===== src/rtl/fetch_unit.sv =====
// Instruction-fetch stage: owns the PC, drives the instruction-memory
// address, captures the returned word into the IF/ID register and hands it
// to decode over a valid/ready handshake. Applies redirects from execute
// and halts permanently on a misaligned target or an out-of-range PC.
module fetch_unit #(
    parameter logic [31:0] RESET_PC   = 32'h0000_0000,
    parameter int unsigned IMEM_WORDS = 1024,
    parameter logic [31:0] NOP_INSTR  = 32'h0000_0013
) (
    input  logic        CLK,
    input  logic        RST,
    input  logic [31:0] Instr,
    input  logic        Redirect,
    input  logic [31:0] Target,
    input  logic        ID_ready,
    output logic [31:0] Address,
    output logic        ID_valid,
    output logic [31:0] ID_instr,
    output logic [31:0] ID_pc,
    output logic        Halted,
    output logic [1:0]  Fault_code
);

    typedef enum logic [1:0] {
        BOOT = 2'd0,
        RUN  = 2'd1,
        HALT = 2'd2
    } state_t;

    localparam logic [32:0] PC_END = 33'(IMEM_WORDS) * 33'd4;

    localparam logic [1:0] FAULT_NONE      = 2'b00;
    localparam logic [1:0] FAULT_MISALIGN  = 2'b01;
    localparam logic [1:0] FAULT_RANGE     = 2'b10;

    state_t      state_q, state_d;
    logic [31:0] pc_q, pc_d;
    logic        valid_q, valid_d;
    logic [31:0] instr_q, instr_d;
    logic [31:0] idpc_q, idpc_d;
    logic [1:0]  fault_q, fault_d;

    logic cap;
    logic out_of_range;

    assign cap          = !valid_q || ID_ready;
    assign out_of_range = {1'b0, pc_q} >= PC_END;

    // State, PC and IF/ID register; reset discards the entry immediately.
    always_ff @(posedge CLK or posedge RST) begin
        if (RST) begin
            state_q <= BOOT;
            pc_q    <= RESET_PC;
            valid_q <= 1'b0;
            instr_q <= NOP_INSTR;
            idpc_q  <= '0;
            fault_q <= FAULT_NONE;
        end else begin
            state_q <= state_d;
            pc_q    <= pc_d;
            valid_q <= valid_d;
            instr_q <= instr_d;
            idpc_q  <= idpc_d;
            fault_q <= fault_d;
        end
    end

    // Next-state and datapath selection, redirect faults taking priority.
    always_comb begin
        state_d = state_q;
        pc_d    = pc_q;
        valid_d = valid_q;
        instr_d = instr_q;
        idpc_d  = idpc_q;
        fault_d = fault_q;
        case (state_q)
            BOOT: begin
                state_d = RUN;
            end
            RUN: begin
                if (Redirect && (Target[1:0] != 2'b00)) begin
                    valid_d = 1'b0;
                    state_d = HALT;
                    fault_d = FAULT_MISALIGN;
                end else if (Redirect) begin
                    // Flush even when decode is stalled: the entry is on the wrong path.
                    pc_d    = Target;
                    valid_d = 1'b0;
                end else if (cap && out_of_range) begin
                    valid_d = 1'b0;
                    state_d = HALT;
                    fault_d = FAULT_RANGE;
                end else if (cap) begin
                    instr_d = Instr;
                    idpc_d  = pc_q;
                    valid_d = 1'b1;
                    pc_d    = pc_q + 32'd4;
                end
            end
            HALT: begin
                if (valid_q && ID_ready) begin
                    valid_d = 1'b0;
                end
            end
            default: begin
                state_d = HALT;
            end
        endcase
    end

    assign Address    = pc_q;
    assign ID_valid   = valid_q;
    assign ID_instr   = instr_q;
    assign ID_pc      = idpc_q;
    assign Halted     = (state_q == HALT);
    assign Fault_code = fault_q;

endmodule


===== config.mk =====
export PLATFORM = sky130hd
export DESIGN_NAME = fetch_unit
export DESIGN_NICKNAME = d
export VERILOG_FILES = /design/src/rtl/fetch_unit.sv
export SDC_FILE = /design/constraint.sdc
export NUM_CORES = 1
export LEC_CHECK = 0
export CORE_MARGIN = 5
export CORE_UTILIZATION = 35
export CTS_CLUSTER_SIZE = 16
export DETAILED_ROUTE_END_ITERATION = 16
export PLACE_DENSITY = 0.66
export RECOVER_POWER = 100
export SLEW_MARGIN = 20
export SYNTH_ARGS = -nofsm -noshare
export SYNTH_HDL_FRONTEND = slang
export SYNTH_SLANG_ARGS = --single-unit

===== constraint.sdc =====
create_clock -name CLK -period 5.7 [get_ports CLK]
set_clock_uncertainty 0.15 [all_clocks]
set_input_delay 0.855 -clock CLK [delete_from_list [all_inputs] [get_ports CLK]]
set_output_delay 0.855 -clock CLK [all_outputs]
set_load 0.05 [all_outputs]

==> metrics.csv <==
metric,value,unit
run status,"complete, but fails checks",
failing checks,"capacitance limit, slew limit",
worst flop-to-flop path endpoint,Address[2],
CTS tree,built,
pwr dens,255,nW/um^2
Antenna Nets Post-Route,0,
diode count,0,
CTS max path bufs,2,
Worst EP required,5750,ps
Post-Synthesis Cells,469,
Post-Syn Area,4330,um^2
Overflow after GRT,0,
# hold bufs at CTS,0,
post-synth top area cell,dfrtp_1,
GRT Total Usage,17.8,%
Post-CTS Setup Inserts,0,
crit path max fanout,78,
post-detail-place hpwl,9230,um
fin nets,695,
Skew-Pair Late Insertion Delay,340,ps
vias in the first global route,3928,
Worst R2R Path Depth,6,
critical setup path kind,in -> reg,
Final period util,69.0,%
Layout area overhead,47.7,%
initial drt markers,297,
share of the synthesized area in the top cell type,56.7,%
CTS H-tree depth,3,
largest net degree at the start of global routing,79,
DR DRC count,0,
placed cells,782,
synth warn,0,
f_max,254,MHz
Worst slew margin,-90.6,%
Fin. Hold Viols,0,
num ports,168,
Detailed Route WL,13000,um
DR vias,3937,
maximum vdd drop,0.000151,V
Pre-Repair DR Iteration Count,5,
Cell variety after synth,40,
Post-Layout Cell Count,798,
sequential fraction of the synthesis area,58.5,%
WP data arrival,3990,ps
Setup-failing EPs final,0,
Synth Register Bits,101,
initial antenna violation count,0,
critical path endpoint category,register,
row count,40,
per-cell routed wire length,16.3,um
Hold WS,306,ps
Max Slew Vio Count,65,
setup TNS after final layout,0,ps
RePlAce Congestion,0.892,
die height,121,um
Max-Cap Viols,1,
mean area per synthesized cell,9.23,um^2
vias per cell,4.93,
core area,12100,um^2
Finished Cell Area,6390,um^2
met1 Usage GRT,24.1,%
leading post-synthesis cells by cell area,"dfrtp_1 57%, nand2_1 14%, and2_1 3.2%, o21ai_0 2.8%, a21oi_1 1.9%",
Root Buffer,clkbuf_16,
layout cells sized above 1,3.97,%
CTS Buf Count,9,
DP Area,6110,um^2
I/O Buffers,167,
post-route minimum period,3930,ps
Leak,3.22,nW
GR Layer Usage met2,26.9,%
Starting Density,35.9,%
GRT met3 Usage,4.85,%
crit start category,input port,
die width,121,um
Worst Hold Path EP,ID_instr[1],
RSZ-0062 raised after global routing,no,
# clock sinks,101,
worst reg2reg startpoint,Address[18],
clock slew at the register clock pins of the worst setup and hold paths,60,ps
Synth Net Count,539,
CP startpoint,Redirect,
first-pass GRT wire length,20700,um
hold path start,ID_instr[1],
final design utilization,53.0,%
slew of the pin with the lowest slew margin,2840,ps
Hold Path Class,reg -> reg,
R2R setup slack,2460,ps
Die Footprint,14700,um^2
post-CTS sizing,0,
layer with the highest usage,met2,
Hold Path Depth,2,
kinds of logic after synthesis:
family	count (synthesis)	share of synthesized area, %
DFF	101	58.5
muxes	2	0.492
AOI/OAI and AO/OA	73	10.4
buffers and inverters	40	4.40
adders and majority gates	2	0.578
and+or+nand+nor	251	25.7
report_power, final:
group	switching (mW)	internal [mW]
logic	0.147	0.0942
clock network	0.262	0.352
registers	0.0333	0.740
total	0.442	1.19
cells in the final DEF, fill, tap and decap left out, types with 5 or more instances in the layout:
| cell | synthesis | routed |
|---|---|---|
| nand2_1 | 158 | 159 |
| dlygate4sd3_1 | 0 | 102 |
| dfrtp_1 | 98 | 98 |
| clkdlybuf4s50_1 | 0 | 65 |
| o21ai_0 | 24 | 24 |
| nor2_1 | 18 | 18 |
| a21oi_1 | 16 | 16 |
| inv_1 | 14 | 13 |
| nand3_1 | 12 | 12 |
| and2_1 | 22 | 12 |
| nor3_1 | 11 | 11 |
| and2_0 | 0 | 10 |
| nor4_1 | 9 | 9 |
| clkbuf_16 | 0 | 9 |
| nand4_1 | 8 | 8 |
| a31oi_1 | 8 | 8 |
| o22a_1 | 5 | 5 |
worst max-delay path, cell delays in order:
cell           delay [ps]
dlygate4sd3_1         780
nor4_1                280
nand4_1               210
or3_2                 510
clkbuf_2              780
a211oi_1              460
a211oi_1               80
stage by stage:
stage / worst slack [ps] / total power [mW]
after CTS: 2270 / 1.66
after floorplan: 2050 / 0.914
final: 1770 / 1.63
after global routing: 1220 / 1.70
after global placement: 1990 / 1.04
after detailed placement: 1910 / 1.04
flip-flops by register name, indices dropped and copies added (netlist names):
| register | flops |
|---|---|
| Address | 32 |
| ID_instr | 32 |
| ID_pc | 32 |
| Fault_code | 2 |
| state_q | 2 |
| ID_valid | 1 |
area by class of cell:
| cell class | count | area, um^2 |
|---|---|---|
| Clock inverter | 4 | 50.0 |
| Multi-Input combinational cell | 328 | 1600 |
| Clock buffer | 12 | 246 |
| Tap cell | 168 | 210 |
| Fill cell | 1096 | 5670 |
| Sequential cell | 101 | 2530 |
| Timing Repair Buffer | 171 | 1700 |
| Inverter | 14 | 53.8 |
how the worst max path moves through the flow:
stage	to	slack (ps)	cells past startpoint
2_1_floorplan	Address[0]	2050	1
3_3_place_gp	Address[8]	1990	7
3_5_place_dp	Address[5]	1910	7
4_1_cts	Address[5]	2270	7
5_1_grt	ID_instr[15]	1220	3
6_report	Address[2]	1770	7
synth_stat cells, drive strengths merged:
library cell  count
a21o              2
nor3             11
nand4             9
ha                2
o21ai            24
buf              12
and3              3
or3               3
a22oi             2
a2bb2oi           3
or2               1
a41oi             1
a32oi             2
o31ai             1
nand3            12
o21bai            1
nor2             18
nor3b             1
a31oi             8
nor2b             1
o22a              5
dfstp             3
clkbuf           14
nand2b            1
a22o              1
mux2i             1
dfrtp            98
mux2              1
nand2           159
nor4              9
a211oi            2
inv              14
o22ai             3
o211ai            2
and2b             1
and2             22
a21oi            16
layer usage:
metal	vias up	wire length, um
met5	-	0
met4	0	285
met3	22	1140
met2	186	5650
met1	1850	5900
li1	1879	-
No activity file was read; power rests on OpenSTA's default activity.
